File: config.mk
export PLATFORM = sky130hd
export DESIGN_NAME = flag_shadow_ctrl
export DESIGN_NICKNAME = d
export VERILOG_FILES = /design/src/rtl/flag_pkg.sv /design/src/rtl/shadow_stack.sv /design/src/rtl/flag_shadow_ctrl.sv
export SDC_FILE = /design/constraint.sdc
export NUM_CORES = 1
export LEC_CHECK = 0
export CORE_MARGIN = 3
export CORE_UTILIZATION = 30
export CTS_CLUSTER_SIZE = 25
export DETAILED_ROUTE_END_ITERATION = 7
export PLACE_DENSITY = 0.62
export SYNTH_ARGS = -nofsm -noshare
export SYNTH_HDL_FRONTEND = slang
export SYNTH_SLANG_ARGS = --single-unit
File: constraint.sdc
create_clock -name CLK -period 3.2 [get_ports CLK]
set_input_delay 0.96 -clock CLK [delete_from_list [all_inputs] [get_ports CLK]]
set_output_delay 0.96 -clock CLK [all_outputs]
set_load 0.05 [all_outputs]
File: src/rtl/flag_pkg.sv
// Shared types and constants for the interrupt flag shadow controller.
package flag_pkg;

    localparam int DEFAULT_SHADOW_DEPTH = 4;

    typedef enum logic {
        IDLE = 1'b0,
        REQ  = 1'b1
    } fsm_t;

    typedef struct packed {
        logic c;
        logic z;
    } flags_t;

endpackage

File: src/rtl/shadow_stack.sv
// DEPTH-entry LIFO of saved {C,Z} flags; no wrap-around, push has priority if both are asserted.
module shadow_stack
    import flag_pkg::*;
#(
    parameter int DEPTH = DEFAULT_SHADOW_DEPTH,
    parameter int CW    = $clog2(DEPTH + 1)
) (
    input  logic          clk,
    input  logic          rst,
    input  logic          push,
    input  logic          pop,
    input  flags_t        push_data,
    output flags_t        top_data,
    output logic          full,
    output logic          empty,
    output logic [CW-1:0] level
);

    localparam int AW = (DEPTH > 1) ? $clog2(DEPTH) : 1;

    flags_t        mem_q [DEPTH];
    flags_t        mem_d [DEPTH];
    logic [CW-1:0] level_q;
    logic [CW-1:0] level_d;
    logic [CW-1:0] top_ptr;

    always_comb begin
        full     = (level_q == CW'(DEPTH));
        empty    = (level_q == '0);
        top_ptr  = level_q - CW'(1);
        top_data = empty ? '0 : mem_q[top_ptr[AW-1:0]];
        mem_d    = mem_q;
        level_d  = level_q;
        if (push && !full) begin
            mem_d[level_q[AW-1:0]] = push_data;
            level_d                = level_q + CW'(1);
        end else if (pop && !empty) begin
            level_d = level_q - CW'(1);
        end
    end

    always_ff @(posedge clk) begin
        if (rst) begin
            level_q <= '0;
            for (int i = 0; i < DEPTH; i++) begin
                mem_q[i] <= '0;
            end
        end else begin
            level_q <= level_d;
            mem_q   <= mem_d;
        end
    end

    assign level = level_q;

endmodule

File: src/rtl/flag_shadow_ctrl.sv
// Interrupt request FSM plus C/Z shadow save/restore driving the I, C and Z flag registers.
// Define INTR_SYNC_EN to pass INTR through a two-flop synchronizer before edge detection.
module flag_shadow_ctrl
    import flag_pkg::*;
#(
    parameter int DEPTH = DEFAULT_SHADOW_DEPTH,
    parameter int CW    = $clog2(DEPTH + 1)
) (
    input  logic          CLK,
    input  logic          RST,
    input  logic          INTR,
    input  logic          I_FLAG,
    input  logic          C_IN,
    input  logic          Z_IN,
    input  logic          INT_TAKE,
    input  logic          RETI,
    input  logic          RETI_IE,
    output logic          INT_REQ,
    output logic          CLR_I,
    output logic          SET_I,
    output logic          C_LD,
    output logic          Z_LD,
    output logic          C_OUT,
    output logic          Z_OUT,
    output logic [CW-1:0] LEVEL,
    output logic          ERR
);

    logic intr_s;

`ifdef INTR_SYNC_EN
    logic sync1_q, sync1_d;
    logic sync2_q, sync2_d;

    always_comb begin
        sync1_d = INTR;
        sync2_d = sync1_q;
    end

    always_ff @(posedge CLK) begin
        if (RST) begin
            sync1_q <= 1'b0;
            sync2_q <= 1'b0;
        end else begin
            sync1_q <= sync1_d;
            sync2_q <= sync2_d;
        end
    end

    assign intr_s = sync2_q;
`else
    assign intr_s = INTR;
`endif

    fsm_t          state_q, state_d;
    logic          intr_hist_q, intr_hist_d;
    logic          pend_q, pend_d;
    logic          int_req_q, int_req_d;
    logic          clr_i_q, clr_i_d;
    logic          set_i_q, set_i_d;
    logic          c_ld_q, c_ld_d;
    logic          z_ld_q, z_ld_d;
    logic          c_out_q, c_out_d;
    logic          z_out_q, z_out_d;
    logic          err_q, err_d;

    logic          rise;
    logic          take_ok;
    logic          reti_ok;
    flags_t        push_data;
    flags_t        top_data;
    logic          stk_full;
    logic          stk_empty;
    logic [CW-1:0] stk_level;

    shadow_stack #(
        .DEPTH (DEPTH),
        .CW    (CW)
    ) u_stack (
        .clk       (CLK),
        .rst       (RST),
        .push      (take_ok),
        .pop       (reti_ok),
        .push_data (push_data),
        .top_data  (top_data),
        .full      (stk_full),
        .empty     (stk_empty),
        .level     (stk_level)
    );

    always_comb begin
        rise      = intr_s & ~intr_hist_q;
        take_ok   = INT_TAKE & (state_q == REQ) & ~stk_full;
        // A simultaneous INT_TAKE always wins; the RETI is dropped and flagged.
        reti_ok   = RETI & ~INT_TAKE & ~stk_empty;
        push_data = '{c: C_IN, z: Z_IN};

        intr_hist_d = intr_s;
        pend_d      = rise | (pend_q & ~take_ok);

        state_d = state_q;
        case (state_q)
            IDLE:    if (pend_q && I_FLAG && !stk_full) state_d = REQ;
            REQ:     if (INT_TAKE || !I_FLAG)          state_d = IDLE;
            default: state_d = IDLE;
        endcase

        int_req_d = (state_d == REQ);
        clr_i_d   = take_ok;
        set_i_d   = reti_ok & RETI_IE;
        c_ld_d    = reti_ok;
        z_ld_d    = reti_ok;
        c_out_d   = reti_ok ? top_data.c : c_out_q;
        z_out_d   = reti_ok ? top_data.z : z_out_q;
        err_d     = (INT_TAKE & (state_q != REQ))
                  | (INT_TAKE & RETI)
                  | (RETI & ~INT_TAKE & stk_empty);
    end

    always_ff @(posedge CLK) begin
        if (RST) begin
            state_q     <= IDLE;
            intr_hist_q <= 1'b0;
            pend_q      <= 1'b0;
            int_req_q   <= 1'b0;
            clr_i_q     <= 1'b0;
            set_i_q     <= 1'b0;
            c_ld_q      <= 1'b0;
            z_ld_q      <= 1'b0;
            c_out_q     <= 1'b0;
            z_out_q     <= 1'b0;
            err_q       <= 1'b0;
        end else begin
            state_q     <= state_d;
            intr_hist_q <= intr_hist_d;
            pend_q      <= pend_d;
            int_req_q   <= int_req_d;
            clr_i_q     <= clr_i_d;
            set_i_q     <= set_i_d;
            c_ld_q      <= c_ld_d;
            z_ld_q      <= z_ld_d;
            c_out_q     <= c_out_d;
            z_out_q     <= z_out_d;
            err_q       <= err_d;
        end
    end

    assign INT_REQ = int_req_q;
    assign CLR_I   = clr_i_q;
    assign SET_I   = set_i_q;
    assign C_LD    = c_ld_q;
    assign Z_LD    = z_ld_q;
    assign C_OUT   = c_out_q;
    assign Z_OUT   = z_out_q;
    assign LEVEL   = stk_level;
    assign ERR     = err_q;

endmodule
==> results of run 1 <==
worst register-to-register path, cell delays in order (launching register included):
cell and delay [ps]:
sky130_fd_sc_hd__dfxtp_1 520, sky130_fd_sc_hd__inv_1 170, sky130_fd_sc_hd__ha_1 240, sky130_fd_sc_hd__nor2b_2 190, sky130_fd_sc_hd__nor3b_4 330, sky130_fd_sc_hd__a21boi_2 110
sky130_fd_sc_hd__mux2_4 300
cell usage in the layout (no fill, tap or decap), types with 2 or more instances in the layout:
| cell | count |
|---|---|
| sky130_fd_sc_hd__dfxtp_1 | 20 |
| sky130_fd_sc_hd__clkdlybuf4s50_1 | 19 |
| sky130_fd_sc_hd__a21oi_1 | 10 |
| sky130_fd_sc_hd__nand2_1 | 8 |
| sky130_fd_sc_hd__nand3_1 | 8 |
| sky130_fd_sc_hd__nor2_1 | 8 |
| sky130_fd_sc_hd__mux2i_1 | 5 |
| sky130_fd_sc_hd__ha_1 | 5 |
| sky130_fd_sc_hd__inv_1 | 3 |
| sky130_fd_sc_hd__nand4_1 | 3 |
| sky130_fd_sc_hd__clkbuf_4 | 3 |
| sky130_fd_sc_hd__nor2b_1 | 2 |
| sky130_fd_sc_hd__mux4_2 | 2 |
| sky130_fd_sc_hd__nor3_1 | 2 |
Yosys cell counts, drive strengths merged, types with 2 or more instances:
master,count
dfxtp,20
a21oi,10
nor2,9
nand2,8
nand3,8
ha,5
mux2i,5
buf,4
inv,3
nand4,3
nor2b,3
mux4,2
nor3,2
nor3b,2
report_power, final:
part / switching, mW / total [mW] / internal (mW)
sequential: 0.00654 / 0.262 / 0.255
combinational: 0.0455 / 0.0788 / 0.0334
clock: 0.0753 / 0.119 / 0.0440
flip-flops by register name, indices dropped and copies added (netlist names):
name           cells
u_stack.level      3
Z_LD               1
Z_OUT              1
u_stack.mem_q      8
pend_q             1
SET_I              1
ERR                1
C_OUT              1
intr_hist_q        1
CLR_I              1
INT_REQ            1
layer usage:
| layer | track usage (%) | up-vias | wire [um] |
|---|---|---|---|
| met3 | 3.77 | 4 | 99 |
| met5 | 0 | - | 0 |
| met4 | 3.72 | 0 | 21 |
| met1 | 14.9 | 339 | 887 |
| li1 | - | 360 | - |
| met2 | 17.7 | 22 | 882 |
area by class of cell:
cell class	count	area (sq um)
clock buffers	3	22.5
multi-input cells	66	467
fillers	281	1690
flip-flops and latches	20	400
inverters	3	11.3
repair buffers	20	198
well taps	31	38.8
per-stage QoR:
stage               setup WS [ps]  util [%]  cells
floorplan                    1040         -     94
global placement              744      39.4    140
detailed placement            712      39.4    140
CTS                           544      40.2    143
global route                  471      40.2    143
finish                        547      40.2    143
worst paths after layout:
kind | slack [ps] | endpoint | depth (start not counted) | startpoint
setup / recovery | 550 | LEVEL[0] | 1 | u_stack.level[0]$_SDFFE_PP0P_
hold reg to reg | 470 | u_stack.mem_q[3]$_SDFFE_PP0P_ | 2 | u_stack.mem_q[3]$_SDFFE_PP0P_
setup reg to reg | 1260 | u_stack.level[2]$_SDFFE_PP0P_ | 6 | u_stack.level[0]$_SDFFE_PP0P_
hold / removal | 470 | u_stack.mem_q[3]$_SDFFE_PP0P_ | 2 | u_stack.mem_q[3]$_SDFFE_PP0P_
logic make-up (layout without fill, tap and decap cells):
kind of cell | Yosys count | in the layout | synth area share [%]
buffers and inverters | 8 | 26 | 5.07
AND/OR/NAND/NOR | 39 | 39 | 23.4
adder cells (fa/ha/maj) | 5 | 5 | 6.85
AO/OA/AOI/OAI | 14 | 14 | 8.77
flip-flops | 20 | 20 | 43.8
multiplexers | 8 | 8 | 12.1
==> PnR_summary.wiki, run 1 <==
{| class="wikitable"
! Metric !! Value
|-
| Gpl congestion || 0.836
|-
| Path category of the worst min-delay check || flop to flop
|-
| Core box area || 2830 sq um
|-
| Number of buffers and inverters on the critical path || 1
|-
| Status || completed
|-
| MaxCap Viol Count || 0
|-
| Most area-hungry cell type in the Yosys netlist || sky130_fd_sc_hd__dfxtp_1
|-
| Setup clock skew after layout || around 6.4 ps
|-
| Grt total ovfl || 0
|-
| Number of endpoints failing setup at the final stage || 0
|-
| WL per Instance || between 10 and 15 um
|-
| Largest net degree at the start of global routing || 12
|-
| Net Count, Synth || around 110
|-
| Share of the clock period used by the worst path || between 80 and 90%
|-
| Initial standard-cell utilization of the core || around a third
|-
| EDFF count, synth || 0
|-
| PnR Total Power || 0.460 mW
|-
| Flops & latches, synth || 20
|-
| Count of boundary I/O pins || 20
|-
| Antenna diode count || 0
|-
| Number of vias after detailed routing || approximately 730
|-
| Vias in the first global route || between 600 and 700
|-
| Yosys warning count || 0
|-
| Quantity of hold-fixing buffers added after cts || 0
|-
| Max-slew headroom at the worst pin || about two thirds
|-
| Number of clock sinks || 20
|-
| Unrepaired setup endpoints after global routing || false
|-
| DRC violations left || 0
|-
| Ys async rst share || 0%
|-
| Power density of the placed cells || around 400 nW/um^2
|-
| Netlist Area Pre-Place || between 900 and 1000 sq um
|-
| Via-to-Cell Ratio || just over 5
|-
| FMAX || ~380 MHz
|-
| Hold violation total from the final report || 0
|-
| Max rail drop VDD || approximately 0.21 mV
|-
| Share of layout cells above drive strength 1 || a little over a tenth
|-
| CP Data Required Time || roughly 2200 ps
|-
| Type of destination of the critical path || output pin
|-
| DRT iter0 DRCs || 26
|-
| X dimension of the die || around 61 um
|-
| Total setup buffers inserted after CTS || 0
|-
| Die Span Y || between 60 and 70 um
|-
| Standard cell with the maximum stage delay on the critical path || sky130_fd_sc_hd__clkdlybuf4s50_1
|-
| Post-Synthesis Mean Instance Area || ~9.7 sq um
|-
| Final Hold Slack || between 400 and 500 ps
|-
| Maximum fanout along the worst path || 7
|-
| Instance area at placement || ~1100 sq um
|-
| Clock buffers created by TritonCTS || 3
|-
| DRT antenna net count || 0
|-
| Final min period || between 2000 and 3000 ps
|-
| Total die area || 3740 sq um
|-
| First-pass detailed-route iteration total || 4
|-
| Detailed Route WL || approximately 1.9 mm
|-
| Root cell of the clock tree || sky130_fd_sc_hd__clkbuf_4
|-
| Number of levels the H-tree was split into || 1
|-
| Synthesis-to-layout area growth || 24.5%
|-
| Share of Yosys cell area claimed by the top area cell type || ~44%
|-
| Number of standard-cell rows in the floorplan || 19
|-
| Transition time at the pin with the least slew margin || roughly 500 ps
|-
| Post-detailed-placement half-perimeter wirelength || around 1.5 mm
|-
| Gate Count Post-Synth || 94
|-
| Clock network latency to the later pin of the worst-skew pair || 310 ps
|-
| Number of distinct library cells after synthesis || 29
|-
| Final number of max-transition violations || 0
|-
| Top cells by area in the synthesized netlist || sky130_fd_sc_hd__dfxtp_1, sky130_fd_sc_hd__ha_1, sky130_fd_sc_hd__a21oi_1
|-
| Net count reported at finish || ~130
|-
| Setup Total Neg Slack || 0 ps
|-
| Chain of cells forming the critical path || clkdlybuf4s50_1
|-
| Critical path launch point type || flop
|-
| Number of buffers on the longest clock path || 2
|-
| Clk slew on worst S/H paths || between 100 and 150 ps
|-
| Total leakage power || slightly above 0.4 nW
|-
| Post-CTS resize count || 0
|-
| Worst setup path class || flop to output pin
|-
| Most common flop cell mapped by yosys || sky130_fd_sc_hd__dfxtp_1
|-
| Post-layout instance area || about 1100 sq um
|-
| Clock tree from TritonCTS || done
|-
| Sequential fraction of the synthesis area || 43.8%
|-
| Data arrival time of the critical path || ~1700 ps
|-
| Cell family with most CP delay || buffers and inverters
|-
| Highest cell delay on the worst timing path || approximately 870 ps
|-
| I/O Buffers || 19
|-
| Antenna violations before repair || 0
|-
| Total track usage || a little under an eighth
|-
| Global-route wire length before repair || roughly 3.1 mm
|}
No activity file was read; power rests on OpenSTA's default activity.
==> run 2: changes to the inputs <==
--- a/config.mk
+++ b/config.mk
@@ -9,7 +9,7 @@
 export CORE_UTILIZATION = 30
 export CTS_CLUSTER_SIZE = 25
 export DETAILED_ROUTE_END_ITERATION = 7
-export PLACE_DENSITY = 0.62
+export PLACE_DENSITY = 0.64
 export SYNTH_ARGS = -nofsm -noshare
 export SYNTH_HDL_FRONTEND = slang
 export SYNTH_SLANG_ARGS = --single-unit
==> constraint.sdc (replaced) <==
create_clock -name CLK -period 2.2 [get_ports CLK]
set_input_delay 0.66 -clock CLK [delete_from_list [all_inputs] [get_ports CLK]]
set_output_delay 0.66 -clock CLK [all_outputs]
set_load 0.05 [all_outputs]
==> run 2 against run 1 <==
Non-clock buffer count up 4. Design area up 1.8%. Clock skew down 0.55 ps. Hold slack worse by 4.8 ps. Combinational power up 57%. Wire length up 1.9%. Clock-buffer cell count unchanged. Sequential share of layout area down 0.61 points. Register-to-register slack worse by 760 ps. Highest routed layer unchanged. Global-route usage up 0.52 points. Sequential power up 44%.
==> PnR_summary.wiki, run 2 (same netlist as run 1, synthesis figures left out) <==
{| class="wikitable"
! Metric !! Value
|-
| Share of layout cells above drive strength 1 || 17.2% (+6.5 points)
|-
| WL per Instance || 13.1 um (-0.92%)
|-
| Transition time at the pin with the least slew margin || 492 ps (-9.71 ps)
|-
| Slack of the critical path || 88.7 ps (-458 ps)
|-
| Cell family with most CP delay || buffers and inverters
|-
| Global-route wire length before repair || 3.25 mm (+4.2%)
|-
| CP Data Required Time || 1540 ps (-700 ps)
|-
| Commonest cells after routing, fill and taps aside || sky130_fd_sc_hd__dfxtp_1, sky130_fd_sc_hd__clkdlybuf4s50_1, sky130_fd_sc_hd__a21oi_1
|-
| Max-slew headroom at the worst pin || 67.1% (+0.65 points)
|-
| Detailed Route WL || 1.92 mm (+1.9%)
|-
| Number of buffers on the longest clock path || 2 (unchanged)
|-
| Max rail drop VDD || 0.181 mV (-13%)
|-
| Gpl congestion || 0.890 (+6.4%)
|-
| First-pass detailed-route iteration total || 4 (unchanged)
|-
| Critical path launch point type || flop
|-
| Quantity of hold-fixing buffers added after cts || 0 (unchanged)
|-
| Root cell of the clock tree || sky130_fd_sc_hd__clkbuf_4
|-
| Via-to-Cell Ratio || 5.05 (-0.44%)
|-
| Largest net degree at the start of global routing || 11 (-1)
|-
| Unrepaired setup endpoints after global routing || false
|-
| Number of levels the H-tree was split into || 1 (unchanged)
|-
| Post-Place Setup Slack || 60.0 ps (-652 ps)
|-
| Synthesis-to-layout area growth || 26.7%
|-
| X dimension of the die || 61.2 um (unchanged)
|-
| Vias in the first global route || 715 (+3.9%)
|-
| Final number of max-transition violations || 0 (unchanged)
|-
| Core box area || 2830 sq um (unchanged)
|-
| Register with the highest flop count || u_stack.mem_q
|-
| Antenna violations before repair || 0 (unchanged)
|-
| Setup Total Neg Slack || 0 ps (unchanged)
|-
| Post-CTS resize count || 0 (unchanged)
|-
| Data arrival time of the critical path || 1450 ps (-240 ps)
|-
| Path category of the worst min-delay check || flop to flop
|-
| Initial standard-cell utilization of the core || 32.3% (unchanged)
|-
| Antenna diode count || 0 (unchanged)
|-
| Hold violation total from the final report || 0 (unchanged)
|-
| Worst setup path class || flop to output pin
|-
| DRT antenna net count || 0 (unchanged)
|-
| Final min period || 2110 ps
|-
| Total die area || 3740 sq um (unchanged)
|-
| Number of vias after detailed routing || 742 (+2.3%)
|-
| Die Span Y || 61.2 um (unchanged)
|-
| DRT iter0 DRCs || 12 (-54%)
|-
| Status || completed
|-
| Chain of cells forming the critical path || clkdlybuf4s50_1
|-
| Highest cell delay on the worst timing path || 800 ps (-70 ps)
|-
| Power density of the placed cells || 579 nW/um^2 (+43%)
|-
| Maximum fanout along the worst path || 2 (-5)
|-
| DRC violations left || 0 (unchanged)
|-
| Type of destination of the critical path || output pin
|-
| Number of clock sinks || 20 (unchanged)
|-
| Fill cell count || 285 (+1.4%)
|-
| Total setup buffers inserted after CTS || 0 (unchanged)
|-
| Grt total ovfl || 0 (unchanged)
|-
| Net count reported at finish || 132 (+3.1%)
|-
| Setup clock skew after layout || 5.81 ps (-0.546 ps)
|-
| Post-detailed-placement half-perimeter wirelength || 1.51 mm (+3.7%)
|-
| Number of buffers and inverters on the critical path || 1 (unchanged)
|-
| Most common cell after layout, fill and taps aside || sky130_fd_sc_hd__dfxtp_1
|-
| Number of endpoints failing setup at the final stage || 0 (unchanged)
|-
| Count of boundary I/O pins || 20 (unchanged)
|-
| Clock tree from TritonCTS || done
|-
| Clock network latency to the later pin of the worst-skew pair || 300 ps (about the same)
|-
| Max reg flops || 8 (unchanged)
|-
| Total track usage || 11.9% (+0.52 points)
|-
| Total leakage power || 0.444 nW (+6.8%)
|-
| Clock buffers created by TritonCTS || 3 (unchanged)
|-
| Standard cell with the maximum stage delay on the critical path || sky130_fd_sc_hd__clkdlybuf4s50_1
|-
| I/O Buffers || 19 (unchanged)
|-
| MaxCap Viol Count || 0 (unchanged)
|-
| FMAX || roughly 470 MHz
|-
| Clk slew on worst S/H paths || 100 ps (about the same)
|-
| Share of the clock period used by the worst path || between 90% and 100%
|-
| Number of standard-cell rows in the floorplan || 19 (unchanged)
|}
## run 2: cell types whose count changed in the layout (fill, tap and decap cells not counted), sizes merged
| cell | change |
|---|---|
| buf | +8 |
| clkdlybuf4s50 | -4 |
## run 2: stage by stage
step	instance area [sq um]	cells	hold slack [ps]	util (%)	power, mW
3_3_place_gp	1130	144	448	40.1	0.507
4_1_cts	1160	147	463	40.9	0.680
6_report	1160	147	463	40.9	0.670
2_1_floorplan	913	94	431	-	0.465
3_5_place_dp	1130	144	449	40.1	0.510
5_1_grt	1160	147	489	40.9	0.699
## run 2: final timing paths
path,from,endpoint,slack (ps),cells past startpoint
max,Z_OUT$_SDFFE_PP0P_,Z_OUT,90,1
min,u_stack.mem_q[3]$_SDFFE_PP0P_,u_stack.mem_q[3]$_SDFFE_PP0P_,460,2
max reg2reg,u_stack.level[1]$_SDFFE_PP0P_,u_stack.level[2]$_SDFFE_PP0P_,500,6
min reg2reg,u_stack.mem_q[3]$_SDFFE_PP0P_,u_stack.mem_q[3]$_SDFFE_PP0P_,460,2
## run 2: area by class of cell
class	count	area (sq um)	area share (%)
clock buffer	3	22.5	1.95
inverter	3	11.3	0.973
multi-input combinational	66	467	40.3
sequential	20	400	34.6
tap	31	38.8	3.35
timing repair buffer	24	218	18.8
## run 2: per-layer routing
layer / global-route usage [%] / part of all wire (%)
met4: 7.43 / 3.3
met3: 2.31 / 5.9
met5: 0 / 0
met2: 18.3 / 44
met1: 15.3 / 47
## run 2: report_power, final
group	switching (mW)	leakage [nW]	internal (mW)
logic	0.0713	0.268	0.0522
registers	0.00655	0.162	0.371
clock network	0.104	0.0138	0.0640
total	0.182	0.444	0.488
## run 2: worst reg2reg max path: stages, from the launching register on
cell and delay (ps):
sky130_fd_sc_hd__dfxtp_1 440, sky130_fd_sc_hd__inv_1 120, sky130_fd_sc_hd__ha_1 210, sky130_fd_sc_hd__nand2_1 170, sky130_fd_sc_hd__nand4_1 160, sky130_fd_sc_hd__a21boi_2 200, sky130_fd_sc_hd__mux2_4 290
==> run 3: changes to the inputs <==
--- a/config.mk
+++ b/config.mk
@@ -6,10 +6,10 @@
 export NUM_CORES = 1
 export LEC_CHECK = 0
 export CORE_MARGIN = 3
-export CORE_UTILIZATION = 30
+export CORE_UTILIZATION = 43
 export CTS_CLUSTER_SIZE = 25
 export DETAILED_ROUTE_END_ITERATION = 7
-export PLACE_DENSITY = 0.64
+export PLACE_DENSITY = 0.82
 export SYNTH_ARGS = -nofsm -noshare
 export SYNTH_HDL_FRONTEND = slang
 export SYNTH_SLANG_ARGS = --single-unit
==> run 3 against run 2 <==
Sequential share of layout area shrank 0.30 points. Clock skew shrank 0.68 ps. Via count grew 1.3%. Sequential cell count is the same. Largest power group unchanged.
==> PnR_summary.wiki, run 3 (same netlist as run 1, synthesis figures left out) <==
{| class="wikitable"
! Metric !! Value
|-
| Internal power summed over all cells || 0.605 mW (+24%)
|-
| Largest net degree at the start of global routing || 19 (+8)
|-
| Net switching power || 0.201 mW (+10%)
|-
| Post-detailed-placement half-perimeter wirelength || 1.35 mm (-11%)
|-
| Detailed Route WL || 1.91 mm (-0.88%)
|-
| Chain of cells forming the critical path || clkdlybuf4s50_1
|-
| Max rail drop VDD || 0.458 mV (+150%)
|-
| Root cell of the clock tree || sky130_fd_sc_hd__clkbuf_4
|-
| Number of clock sinks || 20 (unchanged)
|-
| Status || completed
|-
| Detailed-routed wire length on met2 || 961 um (+13%)
|-
| Share of layout cells above drive strength 1 || 16.5% (-0.72 points)
|-
| Critical path launch point type || flop
|-
| Most common cell after layout, fill and taps aside || sky130_fd_sc_hd__dfxtp_1
|-
| DRT antenna net count || 0 (unchanged)
|-
| Count of boundary I/O pins || 20 (unchanged)
|-
| Share of power burned in the clock network || 38.5% (+13 points)
|-
| Global-route wire length before repair || 3.22 mm (-1.0%)
|-
| DRC violations left || 0 (unchanged)
|-
| DRT iter0 DRCs || 18 (+6)
|-
| Critical R2R Launch || u_stack.level[0]$_SDFFE_PP0P_
|-
| Antenna diode count || 0 (unchanged)
|-
| Die Span Y || 52.1 um (-15%)
|-
| Hold depth || 2 (unchanged)
|-
| Slack of the critical path || 58.3 ps (-30.4 ps)
|-
| Max-slew headroom at the worst pin || 66.6% (-0.42 points)
|-
| Setup clock skew after layout || 5.13 ps (-0.679 ps)
|-
| Gpl congestion || 0.771 (-13%)
|-
| Number of buffers on the longest clock path || 2 (unchanged)
|-
| Worst setup path class || flop to output pin
|-
| Share of the clock period used by the worst path || 97.4% (+1.4 points)
|-
| Setup Total Neg Slack || 0 ps (unchanged)
|-
| Worst hold path startpoint || u_stack.mem_q[4]$_SDFFE_PP0P_
|-
| Maximum fanout along the worst path || 2 (unchanged)
|-
| Total leakage power || 0.448 nW (+0.89%)
|-
| Commonest cells after routing, fill and taps aside || sky130_fd_sc_hd__dfxtp_1, sky130_fd_sc_hd__clkdlybuf4s50_1, sky130_fd_sc_hd__a21oi_1
|-
| Hold violation total from the final report || 0 (unchanged)
|-
| Type of destination of the critical path || output pin
|-
| Highest cell delay on the worst timing path || 800 ps (about the same)
|-
| Via-to-Cell Ratio || 5.30 (+4.9%)
|-
| FF-to-FF path depth || 6 (unchanged)
|-
| Clock tree from TritonCTS || done
|-
| Number of standard-cell rows in the floorplan || 16 (-3)
|-
| R2R Path End || u_stack.level[2]$_SDFFE_PP0P_
|-
| Topmost layer with routed signal wires || met4
|-
| Final number of max-transition violations || 0 (unchanged)
|-
| Switching share of total power || 24.9% (-2.3 points)
|-
| Clock buffers created by TritonCTS || 3 (unchanged)
|-
| Standard cell with the maximum stage delay on the critical path || sky130_fd_sc_hd__clkdlybuf4s50_1
|-
| Cell family with most CP delay || buffers and inverters
|-
| Core box area || 1980 sq um (-30%)
|-
| Portion of total power attributed to combinational logic || 14.3% (-4.1 points)
|-
| Post-Place Setup Slack || 96.6 ps (+36.6 ps)
|-
| Total setup buffers inserted after CTS || 0 (unchanged)
|-
| Register with the highest flop count || u_stack.mem_q
|-
| Number of endpoints failing setup at the final stage || 0 (unchanged)
|-
| Met3 WL || 102 um (-9.7%)
|-
| Total track usage || 16.7% (+4.8 points)
|-
| Number of levels the H-tree was split into || 1 (unchanged)
|-
| Met1 routed wirelength after detailed routing || 798 um (-11%)
|-
| Power density of the placed cells || 690 nW/um^2 (+19%)
|-
| Number of vias after detailed routing || 752 (+1.3%)
|-
| Initial standard-cell utilization of the core || 46.1% (+14 points)
|-
| Max reg flops || 8 (unchanged)
|-
| I/O Buffers || 19 (unchanged)
|-
| Total die area || 2710 sq um (-27%)
|-
| Path category of the worst min-delay check || flop to flop
|-
| Data arrival time of the critical path || 1480 ps (+30 ps)
|-
| Clock network latency to the later pin of the worst-skew pair || 320 ps (+20 ps)
|-
| Relative contribution of sequential cells to total power || 47.2% (-9.2 points)
|-
| Clk slew on worst S/H paths || 120 ps (+20 ps)
|-
| X dimension of the die || 52.1 um (-15%)
|-
| Fill cell count || 154 (-46%)
|-
| Setup slack of the most critical reg-to-reg path || 300 ps (-200 ps)
|-
| Worst Hold Path EP || u_stack.mem_q[4]$_SDFFE_PP0P_
|-
| Grt total ovfl || 0 (unchanged)
|-
| MaxCap Viol Count || 0 (unchanged)
|-
| WL per Instance || 13.4 um (+2.6%)
|-
| Synthesis-to-layout area growth || 27.8%
|-
| CP Data Required Time || 1540 ps (about the same)
|-
| Number of buffers and inverters on the critical path || 1 (unchanged)
|-
| FMAX || 467 MHz (-1.4%)
|-
| Antenna violations before repair || 0 (unchanged)
|-
| Transition time at the pin with the least slew margin || 499 ps (+6.28 ps)
|-
| First-pass detailed-route iteration total || 5 (+1)
|-
| Post-CTS resize count || 0 (unchanged)
|-
| Vias in the first global route || 705 (-1.4%)
|-
| Net count reported at finish || 130 (-1.5%)
|-
| Unrepaired setup endpoints after global routing || false
|-
| Quantity of hold-fixing buffers added after cts || 0 (unchanged)
|-
| Final min period || 2140 ps (+30.4 ps)
|}
## run 3: cell types whose count changed in the layout (fill, tap and decap cells not counted), sizes merged
cell / change
buf: -2
bufinv: +1
## run 3: worst max-delay path by stage
stage / startpoint / endpoint / slack [ps] / cells after the start
detailed placement: INT_TAKE / u_stack.level[0]$_SDFFE_PP0P_ / 100 / 5
global placement: INT_TAKE / u_stack.level[2]$_SDFFE_PP0P_ / 140 / 4
finish: Z_OUT$_SDFFE_PP0P_ / Z_OUT / 60 / 1
CTS: Z_OUT$_SDFFE_PP0P_ / Z_OUT / 50 / 1
floorplan: u_stack.level[0]$_SDFFE_PP0P_ / u_stack.level[2]$_SDFFE_PP0P_ / 40 / 6
global route: Z_OUT$_SDFFE_PP0P_ / Z_OUT / 6 / 1
## run 3: power by group through the flow
| stage | clock [mW] | sequential [mW] | combinational, mW |
|---|---|---|---|
| after floorplan | 0 | 0.410 | 0.0552 |
| after global placement | 0 | 0.388 | 0.112 |
| after detailed placement | 0 | 0.389 | 0.114 |
| after CTS | 0.316 | 0.381 | 0.115 |
| after global routing | 0.326 | 0.383 | 0.123 |
| final | 0.310 | 0.381 | 0.115 |
## run 3: routing by layer
metal / vias up / GRT usage [%]
li1: 369 / -
met1: 361 / 17.2
met2: 17 / 28.0
met3: 5 / 5.73
met4: 0 / 11.4
met5: - / 0
## run 3: cell type report
type	instances	area [sq um]	share of cell area (%)
Clock buffer	3	22.5	1.93
Inverter	3	11.3	0.965
Clock inverter	1	30.0	2.57
Sequential cell	20	400	34.3
Timing Repair Buffer	22	203	17.4
Tap cell	27	33.8	2.89
Multi-Input combinational cell	66	467	40.0
## run 3: through the flow
| step | util [%] | cells | hold slack [ps] | power [mW] | cell area, sq um |
|---|---|---|---|---|---|
| 2_1_floorplan | - | 94 | 431 | 0.465 | 913 |
| 3_3_place_gp | 56.3 | 138 | 446 | 0.501 | 1110 |
| 3_5_place_dp | 56.3 | 138 | 451 | 0.503 | 1110 |
| 4_1_cts | 58.9 | 142 | 469 | 0.812 | 1170 |
| 5_1_grt | 58.9 | 142 | 483 | 0.832 | 1170 |
| 6_report | 58.9 | 142 | 469 | 0.806 | 1170 |
